<file path="config.mk">
export PLATFORM = sky130hd
export DESIGN_NAME = seq_neuron_mac
export DESIGN_NICKNAME = d
export VERILOG_FILES = /design/src/rtl/seq_neuron_mac.sv
export SDC_FILE = /design/constraint.sdc
export NUM_CORES = 2
export LEC_CHECK = 0
export BUFFER_PORTS_ARGS = -buffer_cell sky130_fd_sc_hd__clkbuf_2
export CORE_ASPECT_RATIO = 1.5
export CORE_MARGIN = 10
export CORE_UTILIZATION = 45
export CTS_CLUSTER_DIAMETER = 100
export DETAILED_ROUTE_END_ITERATION = 16
export GPL_TIMING_DRIVEN = 0
export PLACE_DENSITY = 0.72
export SYNTH_ARGS = -nofsm -noshare
export SYNTH_HDL_FRONTEND = slang
export SYNTH_SLANG_ARGS = --single-unit
</file>
<file path="constraint.sdc">
create_clock -name clk -period 43.8 [get_ports clk]
set_input_delay 2.19 -clock clk [delete_from_list [all_inputs] [get_ports clk]]
set_output_delay 2.19 -clock clk [all_outputs]
set_load 0.01 [all_outputs]
</file>
<file path="src/rtl/seq_neuron_mac.sv">
// seq_neuron_mac: time-multiplexed float32 neuron.
// A single multiplier and adder accumulate N_INPUTS activation*weight products
// one beat per cycle. The bias is then added, linear or ReLU activation is
// applied, and the result is held on a valid/ready output.
// Arithmetic is IEEE-754 single with round-to-nearest-even. Subnormal operands
// and results are flushed to signed zero. NaN and Inf propagate.
module seq_neuron_mac #(
  parameter int N_INPUTS     = 30,
  parameter int IDX_W        = $clog2(N_INPUTS),
  parameter bit RELU_DEFAULT = 1'b1
) (
  input  logic             clk,
  input  logic             rst_n,
  input  logic             w_we,
  input  logic [IDX_W-1:0] w_addr,
  input  logic [31:0]      w_data,
  input  logic             b_we,
  input  logic [31:0]      b_data,
  input  logic             mode_we,
  input  logic             mode_relu,
  input  logic             in_valid,
  input  logic [31:0]      in_data,
  output logic             in_ready,
  output logic             out_valid,
  output logic [31:0]      out_data,
  input  logic             out_ready,
  output logic             busy,
  output logic             cfg_err
);

  localparam int AW = $clog2(N_INPUTS);

  typedef enum logic [1:0] {IDLE, ACCUM, BIAS, OUT} state_t;

  // Packing trick: the hidden bit in r carries into the exponent field, so a
  // rounding overflow bumps the exponent for free.
  function automatic logic [31:0] fmul(input logic [31:0] a, input logic [31:0] b);
    logic        s;
    logic [47:0] p;
    logic [23:0] m;
    logic        g, st;
    logic [24:0] r;
    int          e, t;
    s = a[31] ^ b[31];
    if (a[30:23] == 8'hFF && a[22:0] != '0) return a;
    if (b[30:23] == 8'hFF && b[22:0] != '0) return b;
    if ((a[30:23] == 8'hFF && b[30:23] == 8'h00) ||
        (b[30:23] == 8'hFF && a[30:23] == 8'h00)) return 32'h7FC0_0000;
    if (a[30:23] == 8'hFF || b[30:23] == 8'hFF) return {s, 8'hFF, 23'h0};
    if (a[30:23] == 8'h00 || b[30:23] == 8'h00) return {s, 31'h0};
    p = 48'({1'b1, a[22:0]}) * 48'({1'b1, b[22:0]});
    e = int'(a[30:23]) + int'(b[30:23]) - 127;
    if (p[47]) begin
      m = p[47:24]; g = p[23]; st = |p[22:0]; e = e + 1;
    end else begin
      m = p[46:23]; g = p[22]; st = |p[21:0];
    end
    r = 25'({1'b0, m}) + 25'(g & (st | m[0]));
    t = ((e - 1) <<< 23) + int'(r);
    if (t >= (255 <<< 23)) return {s, 8'hFF, 23'h0};
    if (t < (1 <<< 23)) return {s, 31'h0};
    return {s, t[30:0]};
  endfunction

  // Larger magnitude first, smaller aligned with guard/round/sticky bits.
  // Exact cancellation yields +0.
  function automatic logic [31:0] fadd(input logic [31:0] a, input logic [31:0] b);
    logic [31:0] x, y;
    logic [49:0] bs;
    logic [26:0] ax, by, n;
    logic [27:0] sum;
    logic [24:0] r;
    int          d, e, lz, t;
    if (a[30:23] == 8'hFF && a[22:0] != '0) return a;
    if (b[30:23] == 8'hFF && b[22:0] != '0) return b;
    if (a[30:23] == 8'hFF && b[30:23] == 8'hFF && a[31] != b[31]) return 32'h7FC0_0000;
    if (a[30:23] == 8'hFF) return a;
    if (b[30:23] == 8'hFF) return b;
    if (a[30:23] == 8'h00 && b[30:23] == 8'h00) return {a[31] & b[31], 31'h0};
    if (a[30:23] == 8'h00) return b;
    if (b[30:23] == 8'h00) return a;
    if (a[30:0] >= b[30:0]) begin x = a; y = b; end
    else begin x = b; y = a; end
    d  = int'(x[30:23]) - int'(y[30:23]);
    ax = {1'b1, x[22:0], 3'b000};
    if (d > 49) begin
      bs = '0;
      by = 27'd1;
    end else begin
      bs = {1'b1, y[22:0], 26'h0} >> d;
      by = {bs[49:24], |bs[23:0]};
    end
    sum = (x[31] ^ y[31]) ? ({1'b0, ax} - {1'b0, by}) : ({1'b0, ax} + {1'b0, by});
    if (sum == '0) return 32'h0;
    e = int'(x[30:23]);
    if (sum[27]) begin
      n = {sum[27:2], sum[1] | sum[0]};
      e = e + 1;
    end else begin
      n  = sum[26:0];
      lz = 0;
      for (int unsigned i = 0; i < 27; i++) begin
        if (!n[26]) begin
          n  = n << 1;
          lz = lz + 1;
        end
      end
      e = e - lz;
    end
    r = 25'({1'b0, n[26:3]}) + 25'(n[2] & ((|n[1:0]) | n[3]));
    t = ((e - 1) <<< 23) + int'(r);
    if (t >= (255 <<< 23)) return {x[31], 8'hFF, 23'h0};
    if (t < (1 <<< 23)) return {x[31], 31'h0};
    return {x[31], t[30:0]};
  endfunction

  state_t      state_q, state_d;
  logic [31:0] acc_q, acc_d;
  logic [IDX_W-1:0] cnt_q, cnt_d;
  logic        relu_q, relu_d;
  logic        relu_act_q, relu_act_d;
  logic        cfg_err_q, cfg_err_d;
  logic [31:0] w_q [N_INPUTS];
  logic [31:0] b_q;

  logic        accept, in_range, w_ok, b_ok;
  logic [31:0] prod, add_a, add_b, sum;

  // The multiplier and adder are shared. The adder takes a zero seed on the
  // first beat and the bias in BIAS.
  assign prod  = fmul(in_data, w_q[AW'(cnt_q)]);
  assign add_a = (state_q == IDLE) ? '0 : acc_q;
  assign add_b = (state_q == BIAS) ? b_q : prod;
  assign sum   = fadd(add_a, add_b);

  assign busy      = (state_q != IDLE);
  assign in_ready  = rst_n && (state_q == IDLE || state_q == ACCUM);
  assign accept    = in_valid && in_ready;
  assign out_valid = (state_q == OUT);
  assign out_data  = (state_q != OUT) ? '0 : ((relu_act_q && acc_q[31]) ? '0 : acc_q);
  assign cfg_err   = cfg_err_q;
  assign in_range  = 32'(w_addr) < N_INPUTS;

  // Config writes land only while idle. Rejected writes flag an error next cycle.
  always_comb begin
    w_ok      = w_we && !busy && in_range;
    b_ok      = b_we && !busy;
    relu_d    = (mode_we && !busy) ? mode_relu : relu_q;
    cfg_err_d = (w_we && (busy || !in_range)) || ((b_we || mode_we) && busy);
  end

  // Weight and bias register file.
  always_ff @(posedge clk or negedge rst_n) begin
    if (!rst_n) begin
      w_q <= '{default: '0};
      b_q <= '0;
    end else begin
      if (w_ok) w_q[AW'(w_addr)] <= w_data;
      if (b_ok) b_q <= b_data;
    end
  end

  // Evaluation sequencing: next state, accumulator and beat counter.
  always_comb begin
    state_d    = state_q;
    acc_d      = acc_q;
    cnt_d      = cnt_q;
    relu_act_d = relu_act_q;
    case (state_q)
      IDLE: if (accept) begin
        acc_d      = sum;
        cnt_d      = IDX_W'(1);
        relu_act_d = relu_q;
        state_d    = ACCUM;
      end
      ACCUM: if (accept) begin
        acc_d = sum;
        if (cnt_q == IDX_W'(N_INPUTS - 1)) state_d = BIAS;
        else cnt_d = cnt_q + IDX_W'(1);
      end
      BIAS: begin
        acc_d   = sum;
        state_d = OUT;
      end
      OUT: if (out_ready) begin
        acc_d   = '0;
        cnt_d   = '0;
        state_d = IDLE;
      end
      default: state_d = IDLE;
    endcase
  end

  // State registers.
  always_ff @(posedge clk or negedge rst_n) begin
    if (!rst_n) begin
      state_q    <= IDLE;
      acc_q      <= '0;
      cnt_q      <= '0;
      relu_q     <= RELU_DEFAULT;
      relu_act_q <= RELU_DEFAULT;
      cfg_err_q  <= 1'b0;
    end else begin
      state_q    <= state_d;
      acc_q      <= acc_d;
      cnt_q      <= cnt_d;
      relu_q     <= relu_d;
      relu_act_q <= relu_act_d;
      cfg_err_q  <= cfg_err_d;
    end
  end

endmodule

</file>
Word level (Yosys, flattened, before mapping). Index checks and enable logic that the tools add are counted.

$add $sub $neg: 41. Multiply operators: 1. Div/mod/pow operators: 0. Order comparisons: 10. Eq/ne operators: 16. Shift operators: 1. Muxes and demuxes: 835. Bitwise logic cells: 10. Reductions and logical operators: 49.

Operators by type and width (count): $mux W27 (306); $mux W32 (89); $mux W9 (312); $bwmux W960 (1); $add A9 B2 Y9 const B (27); $bmux W32 S5 (1); $demux W32 S5 (1); $mux W24 (6); $mux W1 (107); $pmux W32 S3 (1); $reduce_bool A23 Y1 (4); $add A32 B26 Y32 (2); $ge A32 B32 Y1 const B (2); $lt A32 B25 Y1 const B (2); $add A24 B1 Y25 (2); $shr A50 B32 Y50 (1); $mul A24 B24 Y48 (1); $eq A8 B8 Y1 const B (4); $logic_not A8 Y1 (4); $ge A31 B31 Y1 (1); $add A27 B27 Y28 (1); $logic_not A28 Y1 (1); $mux W28 (1); $sub A27 B27 Y28 (1); other kinds (38) (85).

Flip-flop bits (word level): 1034. Latch bits: 0. Bits in writable memories: 0. ROM bits: 0. Input port bits: 109. Memories: 0.

Depth between registers and ports, before layout.
Word-level depth: 478. Depth in mapped cells: 212. Gate-level depth less buffers: 191.

Worst setup path before layout. No wires, ideal clock.

Path kind: register -> register. Start: register cnt_q[1]. End: register acc_q[19]. Library setup time: 101 ps. Data arrival time: 38460 ps. Required time: 43699 ps. Setup slack: 5240 ps. Cell stages (with the launch flop): 201. Cell sequence: dfrtp_1 -> buf_2 -> buf_2 -> buf_2 -> buf_2 -> buf_2 -> clkbuf_1 -> clkbuf_1 -> mux4_2 -> mux2i_1 -> nor2_1 -> o22a_1 -> clkbuf_1 -> and2_1 -> fa_1 -> fa_1 -> inv_1 -> fa_1 -> [165 not listed] -> nand2_1 -> nand2_1 -> a21oi_1 -> xnor2_1 -> nand2_1 -> o21ai_0 -> nand2_1 -> nor2_1 -> xnor2_1 -> and3_1 -> nor4b_1 -> a31oi_1 -> xnor2_1 -> xor2_1 -> o31ai_4 -> nand3_4 -> o31a_1 -> o32ai_1.

RTL lines: from (decl) (line 119) `logic [IDX_W-1:0] cnt_q, cnt_d;`; from (signal assigned) (line 206) `cnt_q <= cnt_d;`; to (signal assigned) (line 198) `acc_q <= '0;`; to (signal assigned) (line 205) `acc_q <= acc_d;`; to (decl) (line 118) `logic [31:0] acc_q, acc_d;`.

==> impl_metrics.py <==
metrics = {
    "global_route": {
        "grtUsageMet1_pct": 37.16,
        "grt_overflow_total": 0,
        "antenna_found_initial": 12,
        "grt_use_total_pct": 31.73,
        "grt_max_degree": 124,
        "busiest_layer": "met2",
        "grt_pass1_vias": 77098,
        "grt_pass1_wl_um": 511700,
        "grt_util_met2_pct": 53.11,
        "use_met3_pct": 5.456,
    },
    "logic_synthesis": {
        "synth_area_leader_cell": "dfrtp_1",
        "synth_top_area_share_pct": 29.35,
        "yosys_register_bits": 1034,
        "syn_area_um2": 87980,
        "synth-edff-count": 0,
        "synth_simple_gate_area_share_pct": 13.03,
        "synthXorXnorAreaFrac_pct": 2.281,
        "synth_compound_area_share_pct": 12.13,
        "synth_top_family_by_area": "multiplexers",
        "netlist_instances": 8823,
        "yosysUniqueCellTypes": 138,
        "synthFlopType": "dfrtp_1",
        "yosys-top-cells-area": "dfrtp_1 29%, mux2_2 13%, fa_1 11%, mux4_2 5.6%, ha_1 4.5%",
        "synthAdderAreaFrac_pct": 15.60,
        "ys_seq_area_share_pct": 29.41,
        "synth-async-reset-ratio_pct": 100.0,
        "yosys_warnings": 0,
        "syn_nets": 9735,
        "synth.avg_cell_area_um2": 9.971,
        "muxShareOfSynthArea_pct": 21.29,
    },
    "finish": {
        "final_cells": 11759,
        "fin_area_um2": 97390,
        "fillCellCount": 17736,
        "final_nets": 9986,
        "drive_above_1_share_pct": 22.93,
        "area_growth_pct": 10.69,
        "layout_common_cells": "1042 x mux2_2, 1029 x dfrtp_1, 828 x nand2_1",
        "final_common_cell": "mux2_2",
    },
    "routing": {
        "via_count": 74598,
        "routed_wl_um": 350100,
        "wl_per_cell_um": 29.77,
        "vias_per_cell": 6.344,
        "drtIter0Drc": 7317,
        "drcViolationCount": 0,
        "ant_nets": 0,
        "drtPass1Iterations": 7,
    },
    "placement": {
        "dpl_cell_area_um2": 92150,
        "dpl.hpwl_um": 272300,
        "io_buffers": 112,
        "gp_congestion": 1.031,
        "placed_cells": 11548,
    },
    "setup_path": {
        "critPathRequiredTime_ns": 44.39,
        "arrival_ns": 42.79,
        "crit_fanout": 12,
        "reg2reg_depth": 187,
        "endpoint_kind": "register",
        "path_class": "reg -> reg",
        "cpMostUsedCell": "ha_1",
        "cp_slowest_cell": "clkdlybuf4s15_1",
        "critPathLaunchType": "register",
        "crit_path_max_incr_delay_ns": 0.92,
    },
    "sta": {
        "tightest_slew_ns": 1.518,
        "tns_ns": 0,
        "fin_skew_ns": 0.07166,
        "period_minus_slack_ns": 42.20,
        "fmax_ghz": 0.02370,
        "setup_viol": 0,
        "timing.slew.headroom_pct": -1.167,
        "finalCritPeriodShare_pct": 96.35,
        "whs_ns": 0.5012,
        "slew_violations": 11,
        "hold_viol_final": 0,
    },
    "job": {
        "maxCapViolCount": 1,
    },
    "clock_tree": {
        "root_buffer": "clkbuf_16",
        "clkTransAtPathRegs_ns": 0.06,
        "cts_made_buffers": 100,
        "htree_num_levels": 3,
        "cts_num_sinks": 1034,
        "hold_buffers": 0,
        "cts_max_path_buffers": 3,
        "cts_tree": "done",
        "clock_latency_ns": 0.76,
    },
    "run_status": {
        "status": "complete, but fails checks",
        "violations": "capacitance limit, slew limit",
    },
    "floorplanning": {
        "dieHeight_um": 561.5,
        "die_x_um": 381.0,
        "core-area_um2": 194200,
        "die_area_um2": 214000,
        "pin_count": 145,
        "start_util_pct": 45.30,
        "row_count": 198,
    },
    "min_path": {
        "hp-class": "reg -> reg",
        "min_path_cells": 1,
    },
}
[layout make-up]
class	instances	area, um2	share of cell area (%)
Antenna cell	15	37.54	0.03854
Buffer	589	3089	3.172
Clock buffer	138	2835	2.911
Clock inverter	34	481.7	0.4946
Inverter	787	2965	3.045
Multi-Input combinational cell	6393	57610	59.15
Sequential cell	1034	25880	26.58
Tap cell	2600	3253	3.340
Timing Repair Buffer	169	1237	1.271
[registers in the layout, indices dropped and copies added (netlist names)]
signal	flops
relu_act_q	1
cnt_q	5
relu_q	1
b_q	32
cfg_err	1
w_q	960
state_q	2
acc_q	32
[path summary, 6_finish.rpt]
kind                       startpoint       end  slack, ns
max in group asynchronous       rst_n  w_q[742]      39.11
min                          w_q[381]  w_q[381]       0.50
max reg2reg                  cnt_q[4]  acc_q[0]       1.60
min in group asynchronous       rst_n  w_q[760]       1.29
min reg2reg                  w_q[381]  w_q[381]       0.50
max                          cnt_q[4]  acc_q[0]       1.60
[logic make-up after synthesis]
logic type | after synthesis
muxes | 1468
DFF | 1034
adders and majority gates | 805
AOI/OAI and AO/OA | 1563
xor gates and xnor gates | 208
and+or+nand+nor | 2349
buffers and inverters | 1396
[through the flow]
step | utilization (%) | setup WS [ns]
3_5_place_dp | 47.44 | -8.575
6_report | 50.14 | 1.599
5_1_grt | 50.13 | -0.1587
2_1_floorplan | - | 5.240
3_3_place_gp | 47.26 | -8.666
4_1_cts | 49.63 | 0.01168
[critical path, delay by kind of cell, from the launching register on]
kind,cells,cell delay [ns]
AOI/OAI and AO/OA,54,9.72
xor gates and xnor gates,2,0.54
and+or+nand+nor,52,7.70
muxes,15,3.33
DFF,1,0.44
adders and majority gates,40,14.50
buffers and inverters,24,5.66
[layer usage]
metal	wire [um]	up-vias	share of wire [%]
met5	41	-	0.012
met4	28830	6	8.2
met3	27040	1218	7.7
met2	165800	3815	47
met1	128400	37961	37
li1	-	31598	-
[synth_stat cells, types with 58 or more instances]
library cell / instances
nand4_1: 75
buf_2: 64
nand2_1: 833
or3_1: 61
ha_1: 316
nor3_1: 123
and2_1: 212
nor2_1: 468
a21o_1: 58
mux4_2: 218
o211ai_1: 64
nand3_1: 160
clkbuf_1: 432
xnor2_1: 132
a21oi_1: 371
dfrtp_1: 1032
buf_1: 80
fa_1: 487
xor2_1: 62
a31oi_1: 65
mux2_2: 1043
o21ai_0: 306
inv_1: 779
and3_1: 109
mux2i_1: 204
[repair_timing]
item | in CTS | in global routing
resized for setup | 273 | 274
gates cloned | 0 | 0
pin swaps | 12 | 28
endpoints found under the setup margin | 31 | 31
setup buffers | 17 | 27
Power is not shown: default switching activity piles up to over one toggle a cycle in this logic, so the estimate is an artifact.
